===== config.mk =====
export PLATFORM = sky130hd
export DESIGN_NAME = ultrasonido_scheduler
export DESIGN_NICKNAME = d
export VERILOG_FILES = /design/src/rtl/ultrasonido_scheduler.sv
export SDC_FILE = /design/constraint.sdc
export NUM_CORES = 1
export LEC_CHECK = 0
export ABC_CLOCK_PERIOD_IN_PS = 2800
export CORE_ASPECT_RATIO = 0.9
export CORE_MARGIN = 4
export CORE_UTILIZATION = 56
export DETAILED_ROUTE_END_ITERATION = 10
export GPL_ROUTABILITY_DRIVEN = 0
export HOLD_SLACK_MARGIN = 0.15
export PLACE_DENSITY_LB_ADDON = 0.05
export SLEW_MARGIN = 30
export SYNTH_ARGS = -nofsm -noshare
export SYNTH_HDL_FRONTEND = slang
export SYNTH_SLANG_ARGS = --single-unit

===== constraint.sdc =====
create_clock -name clk -period 2.8 [get_ports clk]
set_input_delay 0.84 -clock clk [delete_from_list [all_inputs] [get_ports clk]]
set_output_delay 0.84 -clock clk [all_outputs]
set_load 0.03 [all_outputs]

===== src/rtl/ultrasonido_scheduler.sv =====
// Round-robin HC-SR04 sequencer: fires trigger, times echo with timeout, converts to cm.
// Define ULTRA_SCHED_STATS_EN to add the o_timeout_count statistics port.
module ultrasonido_scheduler #(
    parameter int unsigned N_CH            = 4,
    parameter int unsigned TICK_CYC        = 50,
    parameter int unsigned TRIG_CYC        = 500,
    parameter int unsigned CM_DIV          = 58,
    parameter int unsigned ECHO_TIMEOUT_US = 30000,
    parameter int unsigned GUARD_US        = 60000
) (
    input  logic            clk,
    input  logic            reset_n,
    input  logic            i_enable,
    input  logic [N_CH-1:0] i_ch_mask,
    input  logic [15:0]     i_threshold_cm,
    input  logic [N_CH-1:0] i_echo,
    output logic [N_CH-1:0] o_trigger,
    output logic            o_result_valid,
    input  logic            i_result_ready,
    output logic [2:0]      o_result_ch,
    output logic [15:0]     o_result_cm,
    output logic            o_result_timeout,
    output logic [N_CH-1:0] o_near,
    output logic            o_busy
`ifdef ULTRA_SCHED_STATS_EN
    ,
    output logic [15:0]     o_timeout_count
`endif
);

    localparam int unsigned CH_W    = (N_CH > 1) ? $clog2(N_CH) : 1;
    localparam int unsigned PRESC_W = $clog2(TICK_CYC + 1);
    localparam int unsigned TRIG_W  = $clog2(TRIG_CYC + 1);
    localparam int unsigned DIV_W   = $clog2(CM_DIV + 1);
    localparam int unsigned US_MAX  = (ECHO_TIMEOUT_US > GUARD_US) ? ECHO_TIMEOUT_US : GUARD_US;
    localparam int unsigned US_W    = $clog2(US_MAX + 1);

    localparam logic [PRESC_W-1:0] PRESC_LAST = PRESC_W'(TICK_CYC - 1);
    localparam logic [TRIG_W-1:0]  TRIG_LAST  = TRIG_W'(TRIG_CYC - 1);
    localparam logic [DIV_W-1:0]   DIV_LAST   = DIV_W'(CM_DIV - 1);
    localparam logic [US_W-1:0]    TO_LAST    = US_W'(ECHO_TIMEOUT_US - 1);
    localparam logic [US_W-1:0]    GUARD_LAST = US_W'(GUARD_US - 1);
    localparam logic [CH_W-1:0]    CH_LAST    = CH_W'(N_CH - 1);

    localparam logic [2:0] ST_IDLE      = 3'd0;
    localparam logic [2:0] ST_SELECT    = 3'd1;
    localparam logic [2:0] ST_TRIG      = 3'd2;
    localparam logic [2:0] ST_WAIT_ECHO = 3'd3;
    localparam logic [2:0] ST_MEASURE   = 3'd4;
    localparam logic [2:0] ST_RESULT    = 3'd5;
    localparam logic [2:0] ST_GUARD     = 3'd6;

    logic [2:0]         r_state;
    logic [N_CH-1:0]    r_echo_meta;
    logic [N_CH-1:0]    r_echo_sync;
    logic [PRESC_W-1:0] r_presc;
    logic [US_W-1:0]    r_us;
    logic [TRIG_W-1:0]  r_trig_cnt;
    logic [CH_W-1:0]    r_cur_ch;
    logic [CH_W-1:0]    r_last_ch;
    logic [15:0]        r_cm;
    logic [DIV_W-1:0]   r_div;
    logic [2:0]         r_res_ch;
    logic [15:0]        r_res_cm;
    logic               r_res_timeout;
    logic [N_CH-1:0]    r_near;

    logic [2:0]         w_state_next;
    logic               w_state_change;
    logic               w_timeout_hit;
    logic               w_tick;
    logic               w_echo_s;
    logic               w_hs;
    logic               w_found;
    logic [CH_W-1:0]    w_next_ch;
    logic [CH_W-1:0]    w_cand;
    logic [15:0]        w_cm_next;
    logic [DIV_W-1:0]   w_div_next;

    assign w_tick   = (r_presc == PRESC_LAST);
    assign w_echo_s = r_echo_sync[r_cur_ch];
    assign w_hs     = (r_state == ST_RESULT) && i_result_ready;

    // Search starts one past the last served channel so every enabled channel gets a turn.
    always_comb begin
        w_found   = 1'b0;
        w_next_ch = r_last_ch;
        w_cand    = r_last_ch;
        for (int i = 0; i < N_CH; i++) begin
            w_cand = (w_cand == CH_LAST) ? '0 : w_cand + CH_W'(1);
            if (!w_found && i_ch_mask[w_cand]) begin
                w_found   = 1'b1;
                w_next_ch = w_cand;
            end
        end
    end

    always_comb begin
        w_cm_next  = r_cm;
        w_div_next = r_div;
        if (w_tick) begin
            if (r_div == DIV_LAST) begin
                w_div_next = '0;
                if (r_cm != 16'hFFFE) begin
                    w_cm_next = r_cm + 16'd1;
                end
            end else begin
                w_div_next = r_div + DIV_W'(1);
            end
        end
    end

    always_comb begin
        w_state_next  = r_state;
        w_timeout_hit = 1'b0;
        case (r_state)
            ST_IDLE: begin
                if (i_enable && (|i_ch_mask)) w_state_next = ST_SELECT;
            end
            ST_SELECT: w_state_next = w_found ? ST_TRIG : ST_IDLE;
            ST_TRIG: begin
                if (r_trig_cnt == TRIG_LAST) w_state_next = ST_WAIT_ECHO;
            end
            ST_WAIT_ECHO: begin
                if (w_echo_s) begin
                    w_state_next = ST_MEASURE;
                end else if (w_tick && (r_us == TO_LAST)) begin
                    w_state_next  = ST_RESULT;
                    w_timeout_hit = 1'b1;
                end
            end
            ST_MEASURE: begin
                if (!w_echo_s) begin
                    w_state_next = ST_RESULT;
                end else if (w_tick && (r_us == TO_LAST)) begin
                    w_state_next  = ST_RESULT;
                    w_timeout_hit = 1'b1;
                end
            end
            ST_RESULT: begin
                if (i_result_ready) w_state_next = ST_GUARD;
            end
            ST_GUARD: begin
                if (w_tick && (r_us == GUARD_LAST)) begin
                    w_state_next = (i_enable && (|i_ch_mask)) ? ST_SELECT : ST_IDLE;
                end
            end
            default: w_state_next = ST_IDLE;
        endcase
    end

    assign w_state_change = (w_state_next != r_state);

    always_ff @(posedge clk) begin
        if (!reset_n) begin
            r_state       <= ST_IDLE;
            r_echo_meta   <= '0;
            r_echo_sync   <= '0;
            r_presc       <= '0;
            r_us          <= '0;
            r_trig_cnt    <= '0;
            r_cur_ch      <= '0;
            r_last_ch     <= CH_LAST;
            r_cm          <= '0;
            r_div         <= '0;
            r_res_ch      <= '0;
            r_res_cm      <= '0;
            r_res_timeout <= 1'b0;
            r_near        <= '0;
        end else begin
            r_echo_meta <= i_echo;
            r_echo_sync <= r_echo_meta;
            r_state     <= w_state_next;
            // Prescaler and counters restart on every state entry.
            if (w_state_change) begin
                r_presc    <= '0;
                r_us       <= '0;
                r_trig_cnt <= '0;
            end else begin
                r_presc <= w_tick ? '0 : r_presc + PRESC_W'(1);
                if (w_tick) r_us <= r_us + US_W'(1);
                if (r_state == ST_TRIG) r_trig_cnt <= r_trig_cnt + TRIG_W'(1);
            end
            if ((r_state == ST_SELECT) && w_found) r_cur_ch <= w_next_ch;
            if (r_state == ST_MEASURE) begin
                r_cm  <= w_cm_next;
                r_div <= w_div_next;
            end else begin
                r_cm  <= '0;
                r_div <= '0;
            end
            if ((w_state_next == ST_RESULT) && (r_state != ST_RESULT)) begin
                r_res_ch      <= 3'(r_cur_ch);
                r_res_cm      <= w_timeout_hit ? 16'hFFFF : w_cm_next;
                r_res_timeout <= w_timeout_hit;
            end
            if (w_hs) begin
                r_last_ch        <= r_cur_ch;
                r_near[r_cur_ch] <= !r_res_timeout && (r_res_cm < i_threshold_cm);
            end
        end
    end

`ifdef ULTRA_SCHED_STATS_EN
    logic [15:0] r_timeout_count;

    always_ff @(posedge clk) begin
        if (!reset_n) begin
            r_timeout_count <= '0;
        end else if (w_hs && r_res_timeout && (r_timeout_count != 16'hFFFF)) begin
            r_timeout_count <= r_timeout_count + 16'd1;
        end
    end

    assign o_timeout_count = r_timeout_count;
`endif

    assign o_trigger        = (r_state == ST_TRIG) ? (N_CH'(1) << r_cur_ch) : '0;
    assign o_result_valid   = (r_state == ST_RESULT);
    assign o_result_ch      = r_res_ch;
    assign o_result_cm      = r_res_cm;
    assign o_result_timeout = r_res_timeout;
    assign o_near           = r_near;
    assign o_busy           = (r_state != ST_IDLE);

endmodule

# Word-level counts from Yosys, hierarchy flattened
# Index checks and enable logic that the tools add are counted.
# W data, S select, Z words.
dict set report word_totals {
  reg_bits 91
  in_bits 28
  word_cells 117
}
dict set report classes {
  n_addsub 9
  n_reduce_logical 21
  n_lt_le_gt_ge 7
  shifts 1
  n_mux 45
  n_eq_ne 19
  n_bitwise 1
}
# operator count
set ops {}
lappend ops {{$mux W16} 4}
lappend ops {{$add A16 B1 Y16 const B} 2}
lappend ops {{$mux W3} 7}
lappend ops {{$pmux W3 S7} 1}
lappend ops {{$mux W2} 9}
lappend ops {{$eq A16 B15 Y1 const B} 1}
lappend ops {{$eq A16 B16 Y1 const B} 1}
lappend ops {{$lt A16 B16 Y1} 1}
lappend ops {{$ne A16 B16 Y1 const B} 1}
lappend ops {{$lt A2 B3 Y1 const B} 5}
lappend ops {{$mux W1} 14}
lappend ops {{$add A6 B1 Y6 const B} 2}
lappend ops {{$eq A3 B3 Y1 const B} 4}
lappend ops {{$eq A6 B6 Y1 const B} 2}
lappend ops {{$logic_and A1 B1 Y1} 11}
lappend ops {{$bmux W1 S2} 5}
lappend ops {{$add A9 B1 Y9 const B} 1}
lappend ops {{$eq A9 B9 Y1 const B} 1}
lappend ops {{$add A2 B1 Y2 const B} 4}
lappend ops {{$eq A2 B2 Y1 const B} 4}
lappend ops {{$eq A3 B2 Y1 const B} 2}
lappend ops {{$mux W6} 1}
lappend ops {{$bwmux W4} 1}
lappend ops {{$logic_not A1 Y1} 4}
lappend ops {{other kinds (15)} 15}

# Depth between registers and ports, before layout
# Gate-level depths: netlist (run 1).
dict set report logic_depth {
  word_depth 18
  mapped_depth 10
}

# Worst setup path after synthesis (run 1)
# OpenSTA, ideal clock, no wires.
dict set report synth_timing {
  path_type {input port to flip-flop}
  from {in i_ch_mask[1]}
  to {reg r_presc[2]}
  cell_stages 8
  n_path_buf 2
  setup_ns 0.133
  path_slack_ns 0.339
  t_arrival_ns 2.328
  t_required_ns 2.667
  cell_sequence {clkbuf_1 -> nor4_2 -> nor3b_1 -> nand4_1 -> nand3b_1 -> o21ai_1 -> clkbuf_1 -> a21oi_1}
}
dict set report synth_between {
  elab_chain_cells 16
}
# element line
set synth_lines {}
lappend synth_lines {{from (decl)} 14} ;# input logic [N_CH-1:0] i_ch_mask,
lappend synth_lines {{$bmux W1 S2} 91} ;# if (!w_found && i_ch_mask[w_cand]) begin
lappend synth_lines {{$mux W1 (implied by the code)} 91}
lappend synth_lines {{$mux W1} 91}
lappend synth_lines {{$logic_not A1 Y1} 91}
lappend synth_lines {{$logic_and A1 B1 Y1} 91}
lappend synth_lines {{$mux W1} 91}
lappend synth_lines {{$logic_not A1 Y1} 91}
lappend synth_lines {{$logic_and A1 B1 Y1} 91}
lappend synth_lines {{$mux W1} 91}
lappend synth_lines {{$logic_not A1 Y1} 91}
lappend synth_lines {{$logic_and A1 B1 Y1} 91}
lappend synth_lines {{$mux W1} 91}
lappend synth_lines {{$mux W2} 120} ;# ST_SELECT: w_state_next = w_found ? ST_TRIG : ST_IDLE;
lappend synth_lines {{$pmux W3 S7 (*)} 116} ;# case (r_state)
lappend synth_lines {{$ne A3 B3 Y1 (*)} 152} ;# assign w_state_change = (w_state_next != r_state);
lappend synth_lines {{$reduce_or A3 Y1 (no source line) (*)} -}
lappend synth_lines {{to (signal assigned)} 180} ;# r_presc <= w_tick ? '0 : r_presc + PRESC_W'(1);
lappend synth_lines {{to (decl)} 56} ;# logic [PRESC_W-1:0] r_presc;
# Mark *: on every way between the ends. The rest lies on a longest branch, timed or not. The select of a mux whose other input is x is not followed.
# A chain may end at the register's enable or synchronous reset.

# Worst setup path in the final report (run 1)
dict set report layout_timing {
  from {reg r_state[0]}
  to {out o_trigger[2]}
}
dict set report layout_between {
  elab_chain_cells 2
}
# element line
set layout_lines {}
lappend layout_lines {{from (decl)} 53} ;# logic [2:0] r_state;
lappend layout_lines {{from (signal assigned)} 173} ;# r_state <= w_state_next;
lappend layout_lines {{$eq A3 B2 Y1} 218} ;# assign o_trigger = (r_state == ST_TRIG) ? (N_CH'(1) << r_cur_ch) : '0;
lappend layout_lines {{$mux W4} 218}
lappend layout_lines {{to (decl)} 17} ;# output logic [N_CH-1:0] o_trigger,
# Every way passes these cells.

==> flow_summary.json, run 1 <==
{
  "finalHoldViolCount": 0,
  "postSynthNetCount": 584,
  "worst_ep_required_time_ns": 1.96,
  "crit_family": "buffers and inverters",
  "start_util_pct": 58.6,
  "grt_max_degree": 40,
  "finalCriticalPeriod_ns": 2.68,
  "leakage_nw": 2.18,
  "max-vdd-ir-drop_mv": 0.313,
  "worstHoldStart": "r_echo_meta[0]",
  "worst_pin_slew_ns": 0.560,
  "ant_nets": 0,
  "hp-class": "flop to flop",
  "async_flop_share_pct": 0,
  "clkTransAtPathRegs_ns": 0.08,
  "drt-met1-wl_um": 4960,
  "cp_cell_sequence": "nor2_1 > nand2_1 > nor2_1 > clkdlybuf4s50_1",
  "drv_slew": 0,
  "cts_max_path_buffers": 2,
  "numClockSinks": 91,
  "place_hpwl_um": 7430,
  "critPathCaptureType": "primary output",
  "yosysWarnings": 0,
  "min_to": "r_echo_sync[0]",
  "worst_clock_skew_ns": 0.00973,
  "ys_seq_area_share_pct": 38.0,
  "wl_met3_um": 502,
  "crit_buf_inv": 1,
  "antenna_found_initial": 0,
  "dp_slack_ns": -0.144,
  "fin_crit_sh_pct": 95.6,
  "reg2reg_setup_slack_ns": 0.38,
  "root_buffer": "clkbuf_8",
  "clock_latency_ns": 0.36,
  "cts_tree": "yes",
  "max_stage_delay_ns": 0.68,
  "setup_violations": 0,
  "synthFlopType": "dfxtp_1",
  "vias_per_cell": 5.66,
  "grtUsageTotal_pct": 20.8,
  "gr-total-overflow": 0,
  "core_area_mm2": 0.00818,
  "crit_type": "flop to primary output",
  "synth_seq_cells": 91,
  "slew_headroom_pct": 62.6,
  "instances_no_fill": 712,
  "reg2reg_from": "r_presc[0]",
  "critPathLaunchType": "flop",
  "cts_htree_levels": 3,
  "cp_slowest_cell": "clkdlybuf4s50_1",
  "routedWlPerCell_um": 14.3,
  "dp_cells": 696,
  "num_rows": 31,
  "die_y_um": 95.8,
  "route.detailed.drc": 0,
  "cp_common_cell": "nor2_1",
  "drtPass1Iterations": 5,
  "wl_met2_um": 4630,
  "die_w_um": 106,
  "grt_pass1_wl_um": 17300,
  "path_max_fanout": 6,
  "final_util_pct": 70.1,
  "synthToLayoutAreaGrowth_pct": 19.6,
  "whs_path_depth": 1,
  "worstReg2RegEnd": "o_result_ch[1]",
  "grt_pass1_vias": 3771,
  "setup_ws_ns": 0.123,
  "syn_avg_cell_area_um2": 9.01,
  "total_power_mw": 2.43,
  "status": "finished, final reports clean",
  "io_pins": 58,
  "vias": 4033,
  "reg2reg_depth": 8,
  "cts_made_buffers": 9,
  "rsz0062_at_grt": "no",
  "power.density_mw_per_mm2": 425,
  "netlist_instances": 532,
  "num_antenna_cells": 0,
  "dieArea_mm2": 0.0101,
  "nets": 644,
  "drive_gt1_share_pct": 7.71,
  "fmax_mhz": 374,
  "top_layer_used": "met4",
  "register_area_mm2": 0.00182,
  "worst-endpoint-arrival_ns": 1.84,
  "drt-initial-drc-count": 171,
  "synth_edf_count": 0,
  "multi_input_area_mm2": 0.00276,
  "synthesis.area_mm2": 0.00479,
  "synthDistinctLibCells": 65,
  "fill_cells": 659,
  "drt_wl_total_um": 10200,
  "cap_viol_max_count": 0,
  "io_buffers": 56
}
## per-layer routing
metal	global-route usage (%)	up-vias
li1	-	2035
met1	27.9	1885
met2	33.8	100
met3	4.63	13
met4	6.15	0
met5	0	-
## final cells by class
type	instances	share of cell area [%]
inverters	25	1.64
multi-input cells	391	48.0
flip-flops and latches	91	31.8
clock buffers	10	2.23
repair buffers	74	12.7
clock inverters	6	1.13
well taps	115	2.51
## worst max-delay path by stage
stage | slack (ns) | depth (start not counted) | endpoint | startpoint
2_1_floorplan | 0.34 | 8 | r_presc[2] | i_ch_mask[1]
3_3_place_gp | -0.07 | 8 | o_near[0] | i_threshold_cm[6]
3_5_place_dp | -0.14 | 8 | o_near[0] | i_threshold_cm[6]
4_1_cts | 0.04 | 4 | o_trigger[0] | r_state[0]
5_1_grt | 0.02 | 4 | o_trigger[2] | r_state[0]
6_report | 0.12 | 4 | o_trigger[2] | r_state[0]
## synthesized netlist by cell type (3+ instances only)
master | n | share of area, %
and4b_1 | 3 | 0.63
a32oi_1 | 3 | 0.55
clkbuf_1 | 14 | 1.1
o31ai_1 | 3 | 0.47
nand2_1 | 37 | 2.9
nand4_1 | 19 | 2.5
and2_1 | 15 | 2.0
a21o_1 | 6 | 0.94
or3_1 | 3 | 0.39
o21ai_0 | 14 | 1.5
mux2i_1 | 6 | 1.3
nor3b_1 | 4 | 0.63
nor2_1 | 31 | 2.4
xnor2_1 | 25 | 4.6
dfxtp_1 | 91 | 38
o221a_1 | 15 | 3.5
buf_6 | 3 | 0.70
a211oi_1 | 6 | 0.94
o211ai_1 | 5 | 0.78
xor2_1 | 20 | 3.7
and3_1 | 7 | 0.91
nor4_1 | 4 | 0.52
a31oi_1 | 5 | 0.65
nor2b_1 | 22 | 2.9
ha_1 | 24 | 6.3
a21oi_1 | 38 | 4.0
inv_1 | 24 | 1.9
and4_1 | 7 | 1.3
nand3_1 | 20 | 2.1
nand2b_1 | 7 | 0.91
buf_1 | 4 | 0.31
nor3_1 | 7 | 0.73
## logic make-up (layout without fill, tap and decap cells)
group	count (synthesis)	count (layout)	share of synthesized area (%)
AO/OA/AOI/OAI	114	114	17.3
XOR/XNOR	45	45	8.22
adder cells (fa/ha/maj)	24	24	6.26
buffers and inverters	50	115	4.54
flip-flops	91	91	38.0
multiplexers	7	7	1.72
other	1	1	0.0782
AND/OR/NAND/NOR	200	200	23.9
## power by group
| group | internal [mW] | switching (mW) |
|---|---|---|
| clock network | 0.414 | 0.459 |
| registers | 1.31 | 0.0142 |
| logic | 0.112 | 0.124 |
| total | 1.84 | 0.597 |
## registers in the layout, indices dropped and copies added, names as in the netlist
name and count:
o_result_cm 16, r_cm 16, r_us 16, r_trig_cnt 9, r_div 6, r_presc 6
o_near 4, r_echo_meta 4, r_echo_sync 4, r_state 3, o_result_ch 2, r_cur_ch 2
r_last_ch 2, o_result_timeout 1
## repair_timing
action,in CTS,in global routing
gates resized for setup,0,3
setup buffers,0,0
setup endpoints to repair,0,4
hold endpoints to repair,0,0
hold buffers,0,0
## metrics by stage
stage	hold slack (ns)	TNS (ns)	instance area, µm²
after floorplan	0.412	0	4790
after global placement	0.420	-0.115	5540
after detailed placement	0.418	-0.450	5540
after CTS	0.439	0	5730
after global routing	0.450	0	5730
final	0.439	0	5730
## placed cells by master (no fill, tap or decap), drive strengths merged, types with 4 or more instances in the layout
cell type and instances:
nor4 6, and2 15, nand4 19, nor3 7, inv 25, xor2 20, mux2i 6, nor2 32
a21oi 38, ha 24, clkbuf 10, o221a 15, nand2b 9, and3 7, clkdlybuf4s50 54, nor3b 5
o211ai 5, o21ai 15, buf 18, nor2b 23, xnor2 25, a31oi 5, o31ai 4, a21o 6
a211oi 6, nand2 37, clkinv 4, dfxtp 91, and4 7, nand3 20
Power figures use the tool's default switching activity.
==> inputs of run 2 (changes only) <==
--- a/config.mk
+++ b/config.mk
@@ -5,10 +5,10 @@
 export SDC_FILE = /design/constraint.sdc
 export NUM_CORES = 1
 export LEC_CHECK = 0
-export ABC_CLOCK_PERIOD_IN_PS = 2800
+export ABC_CLOCK_PERIOD_IN_PS = 3400
 export CORE_ASPECT_RATIO = 0.9
 export CORE_MARGIN = 4
-export CORE_UTILIZATION = 56
+export CORE_UTILIZATION = 60
 export DETAILED_ROUTE_END_ITERATION = 10
 export GPL_ROUTABILITY_DRIVEN = 0
 export HOLD_SLACK_MARGIN = 0.15
==> constraint.sdc (replaced) <==
create_clock -name clk -period 3.4 [get_ports clk]
set_input_delay 1.02 -clock clk [delete_from_list [all_inputs] [get_ports clk]]
set_output_delay 1.02 -clock clk [all_outputs]
set_load 0.03 [all_outputs]
==> flow_summary.json, run 2 (same netlist as run 1, synthesis figures left out) <==
{
  "status": "finished, final reports clean",
  "post_cts.repair.setup_buffers": 0,
  "worst_clock_skew_ns": 0.00934,
  "reg2reg_setup_slack_ns": 0.69,
  "mostFrequentLayoutCells": "dfxtp_1 (91), clkdlybuf4s50_1 (56), a21oi_1 (38), nand2_1 (37), nor2_1 (31)",
  "place_hpwl_um": 7690,
  "cts_resized": 0,
  "wl_met2_um": 5000,
  "cts_made_buffers": 9,
  "drive_gt1_share_pct": 6.46,
  "power.density_mw_per_mm2": 342,
  "top_layer_used": "met4",
  "ant_nets": 0,
  "nets": 636,
  "numClockSinks": 91,
  "die_y_um": 92.8,
  "grtUsageTotal_pct": 23.1,
  "total_power_mw": 1.92,
  "worst_ep_required_time_ns": 2.38,
  "io_pins": 58,
  "max_stage_delay_ns": 0.72,
  "setup_tns_ns": 0,
  "dieArea_mm2": 0.00949,
  "finalHoldViolCount": 0,
  "holdBufCountCts": 0,
  "start_util_pct": 62.6,
  "setup_violations": 0,
  "io_buffers": 56,
  "critPathCaptureType": "primary output",
  "finalCriticalPeriod_ns": 3.01,
  "dp_cells": 669,
  "hp-class": "flop to flop",
  "final_common_cell": "dfxtp_1",
  "root_buffer": "clkbuf_8",
  "synthToLayoutAreaGrowth_pct": 17.0,
  "drt-initial-drc-count": 199,
  "instances_no_fill": 684,
  "max-vdd-ir-drop_mv": 0.243,
  "dp_slack_ns": 0.178,
  "rsz0062_at_grt": "no",
  "core_area_mm2": 0.00766,
  "cts_tree": "yes",
  "setup_ws_ns": 0.386,
  "drv_slew": 0,
  "vias_per_cell": 5.95,
  "num_antenna_cells": 0,
  "die_w_um": 102,
  "cts_max_path_buffers": 2,
  "crit_buf_inv": 1,
  "fmax_mhz": 332,
  "crit_type": "flop to primary output",
  "drtPass1Iterations": 6,
  "routedWlPerCell_um": 15.3,
  "route.detailed.drc": 0,
  "vias": 4071,
  "cp_cell_sequence": "nor2_1 > nand2_1 > nor3_1 > clkdlybuf4s50_1",
  "cp_slowest_cell": "clkdlybuf4s50_1",
  "grt_pass1_wl_um": 17900,
  "grt_max_degree": 42,
  "wl_met3_um": 453,
  "gr-total-overflow": 0,
  "fin_crit_sh_pct": 88.6,
  "worst-endpoint-arrival_ns": 1.99,
  "antenna_found_initial": 0,
  "crit_family": "buffers and inverters",
  "cap_viol_max_count": 0,
  "path_max_fanout": 6,
  "drt-met1-wl_um": 4860,
  "drt_wl_total_um": 10400,
  "fill_cells": 598,
  "clock_latency_ns": 0.36,
  "leakage_nw": 2.09,
  "final_util_pct": 73.3,
  "slew_headroom_pct": 53.2,
  "worst_pin_slew_ns": 0.693,
  "clkTransAtPathRegs_ns": 0.09,
  "grt_pass1_vias": 3922,
  "num_rows": 30,
  "critPathLaunchType": "flop",
  "cts_htree_levels": 3
}
## run 2: cell count changes in the layout (fill, tap and decap cells not counted), sizes merged
cell,change
buf,-8
bufinv,-1
clkbuf,-1
clkdlybuf4s50,+2
clkinvlp,+1
dlymetal6s2s,-2
## run 2: worst paths after layout
| path | depth (start not counted) | endpoint | startpoint |
|---|---|---|---|
| worst max register to register | 7 | o_result_cm[12] | r_presc[0] |
| worst max-delay path | 4 | o_trigger[0] | r_state[2] |
| worst min-delay path | 1 | r_echo_sync[1] | r_echo_meta[1] |
| worst min register to register | 1 | r_echo_sync[1] | r_echo_meta[1] |
## run 2: cell type report
cell class              count  area [µm²]  area share, %
multi-input cells         391        2760           49.2
flip-flops and latches     91        1820           32.5
repair buffers             66         648           11.6
clock buffers               9         124           2.21
well taps                  96         120           2.14
inverters                  25        93.8           1.67
clock inverters             6        42.5          0.758
## run 2: power by group
group	internal, mW	total (mW)	switching [mW]
sequential	1.08	1.09	0.0153
combinational	0.0863	0.185	0.0988
clock	0.263	0.641	0.378
## run 2: stage by stage
step	hold slack, ns	cell area (µm²)
2_1_floorplan	0.412	4790
3_3_place_gp	0.419	5440
3_5_place_dp	0.423	5440
4_1_cts	0.441	5610
5_1_grt	0.454	5610
6_report	0.443	5610
## run 2: layer usage
metal	vias up	track usage [%]
met3	14	5.27
met4	0	6.12
met1	1955	30.4
met5	-	0
met2	78	38.1
li1	2024	-
==> inputs of run 3 (changes only) <==
--- a/config.mk
+++ b/config.mk
@@ -5,10 +5,11 @@
 export SDC_FILE = /design/constraint.sdc
 export NUM_CORES = 1
 export LEC_CHECK = 0
+export ABC_AREA = 1
 export ABC_CLOCK_PERIOD_IN_PS = 3400
 export CORE_ASPECT_RATIO = 0.9
 export CORE_MARGIN = 4
-export CORE_UTILIZATION = 60
+export CORE_UTILIZATION = 61
 export DETAILED_ROUTE_END_ITERATION = 10
 export GPL_ROUTABILITY_DRIVEN = 0
 export HOLD_SLACK_MARGIN = 0.15
==> flow_summary.json, run 3 <==
{
  "ys_seq_area_share_pct": 35.8,
  "drv_slew": 0,
  "synth_commonest_cells": "nand2_1 (164), nor2_1 (124), inv_1 (104), dfxtp_1 (91), nand3_1 (31)",
  "critPathLaunchType": "flop",
  "syn_avg_cell_area_um2": 6.99,
  "drt_wl_total_um": 10200,
  "grt_pass1_vias": 4263,
  "num_rows": 31,
  "muxShareOfSynthArea_pct": 0,
  "synth_edf_count": 0,
  "path_max_fanout": 8,
  "synth_area_leaders": "dfxtp_1 (36%), nand2_1 (12%), nor2_1 (9.1%)",
  "netlist_instances": 729,
  "synth_compound_area_share_pct": 6.34,
  "gr-total-overflow": 0,
  "hp-class": "flop to flop",
  "io_buffers": 56,
  "dieArea_mm2": 0.00988,
  "grt_max_degree": 35,
  "slew_headroom_pct": 47.7,
  "routedWlPerCell_um": 11.5,
  "clkTransAtPathRegs_ns": 0.09,
  "worst_pin_slew_ns": 0.782,
  "cap_viol_max_count": 0,
  "io_pins": 58,
  "finalHoldViolCount": 0,
  "rsz0062_at_grt": "no",
  "cts_made_buffers": 9,
  "final_util_pct": 72.4,
  "reg2reg_depth": 10,
  "cts_resized": 0,
  "postSynthNetCount": 781,
  "drive_gt1_share_pct": 8.77,
  "ant_nets": 0,
  "post-synth-top-count-cell": "nand2_1",
  "reg2reg_setup_slack_ns": 0.96,
  "root_buffer": "clkbuf_8",
  "grtUsageTotal_pct": 21.7,
  "drtPass1Iterations": 4,
  "worst_ep_required_time_ns": 2.38,
  "holdBufCountCts": 0,
  "synthToLayoutAreaGrowth_pct": 15.2,
  "synth_top_family_by_area": "simple AND/OR/NAND/NOR gates",
  "fill_cells": 665,
  "synthDistinctLibCells": 40,
  "setup_violations": 0,
  "start_util_pct": 62.8,
  "die_w_um": 104,
  "vias_per_cell": 5.06,
  "fin_crit_sh_pct": 89.4,
  "synthFlopType": "dfxtp_1",
  "cts_tree": "yes",
  "synthesis.area_mm2": 0.00509,
  "synthSimpleGateAreaFrac_pct": 35.3,
  "critPathCaptureType": "primary output",
  "final_common_cell": "nand2_1",
  "status": "finished, final reports clean",
  "numClockSinks": 91,
  "async_flop_share_pct": 0,
  "num_antenna_cells": 0,
  "finalCriticalPeriod_ns": 3.04,
  "max-vdd-ir-drop_mv": 0.267,
  "synth_fa_ha_area_share_pct": 5.89,
  "nets": 835,
  "mostFrequentLayoutCells": "nand2_1 (164), nor2_1 (124), inv_1 (104), dfxtp_1 (91), clkdlybuf4s50_1 (56)",
  "cts_max_path_buffers": 2,
  "crit_type": "flop to primary output",
  "worst_clock_skew_ns": 0.00686,
  "leakage_nw": 2.67,
  "synth_seq_cells": 91,
  "route.detailed.drc": 0,
  "setup_tns_ns": 0,
  "power.density_mw_per_mm2": 338,
  "die_y_um": 94.7,
  "cts_htree_levels": 3,
  "fmax_mhz": 329,
  "worst-endpoint-arrival_ns": 2.02,
  "synth_top_area_share_pct": 35.8,
  "synth_xor_area_share_pct": 6.02,
  "synth_top_cell_by_area": "dfxtp_1",
  "clock_latency_ns": 0.35,
  "whs_path_depth": 2,
  "post_cts.repair.setup_buffers": 0,
  "yosysWarnings": 0,
  "drt-initial-drc-count": 129,
  "core_area_mm2": 0.00811,
  "antenna_found_initial": 0,
  "place_hpwl_um": 7910,
  "vias": 4480,
  "grt_pass1_wl_um": 17900
}
-- run 3: cell types whose count changed in the layout (fill, tap and decap cells not counted), sizes merged, moves of 14 or more --
cell   delta
o221a    -15
nor2    +106
nand2   +142
and2     -14
nand3    +17
nor2b    -23
xnor2    -16
inv      +90
-- run 3: area by class of cell --
type	count	area (µm²)	area share (%)
clock buffer	9	124	2.11
timing repair buffer	57	568	9.68
multi-input combinational	508	2730	46.5
tap	99	124	2.11
inverter	116	438	7.46
clock inverter	6	65.1	1.11
sequential	91	1820	31.0
-- run 3: logic make-up (layout without fill, tap and decap cells) --
group,Yosys count,after routing
buffers and inverters,130,188
AOI/OAI and AO/OA,57,57
xor gates and xnor gates,35,35
other,1,1
and+or+nand+nor,391,391
adders and majority gates,24,24
DFF,91,91
-- run 3: per-stage QoR --
stage	hold WS [ns]	cells	instance area, µm²	setup slack (ns)	power (mW)
after floorplan	0.390	729	5090	1.10	1.23
after global placement	0.391	871	5680	0.507	1.28
after detailed placement	0.398	871	5680	0.424	1.29
after CTS	0.422	886	5870	0.346	2.00
after global routing	0.445	886	5870	0.260	2.08
final	0.421	886	5870	0.361	1.98
-- run 3: final timing paths --
path	end	startpoint
min	r_echo_sync[0]	r_echo_meta[0]
max reg2reg	r_cur_ch[1]	r_last_ch[0]
max	o_trigger[0]	r_state[0]
min reg2reg	r_echo_sync[0]	r_echo_meta[0]
-- run 3: report_power, final --
group	internal, mW	leakage (nW)	total (mW)	switching [mW]
sequential	1.08	0.735	1.09	0.0156
clock	0.339	0.0959	0.719	0.380
combinational	0.0704	1.84	0.170	0.100
total	1.49	2.67	1.98	0.496
-- run 3: per-layer routing --
| metal | global-route usage (%) | up-vias | share of wire [%] |
|---|---|---|---|
| met5 | 0 | - | 0 |
| met4 | 7.53 | 0 | 1.5 |
| met3 | 5.13 | 13 | 4.0 |
| met2 | 38.3 | 73 | 49 |
| met1 | 26.1 | 2039 | 45 |
| li1 | - | 2355 | - |
-- run 3: critical path, stage by stage (launching register included) --
cell,delay (ns)
dfxtp_1,0.38
inv_2,0.14
nand3_2,0.19
nor3_1,0.22
clkdlybuf4s50_1,0.74
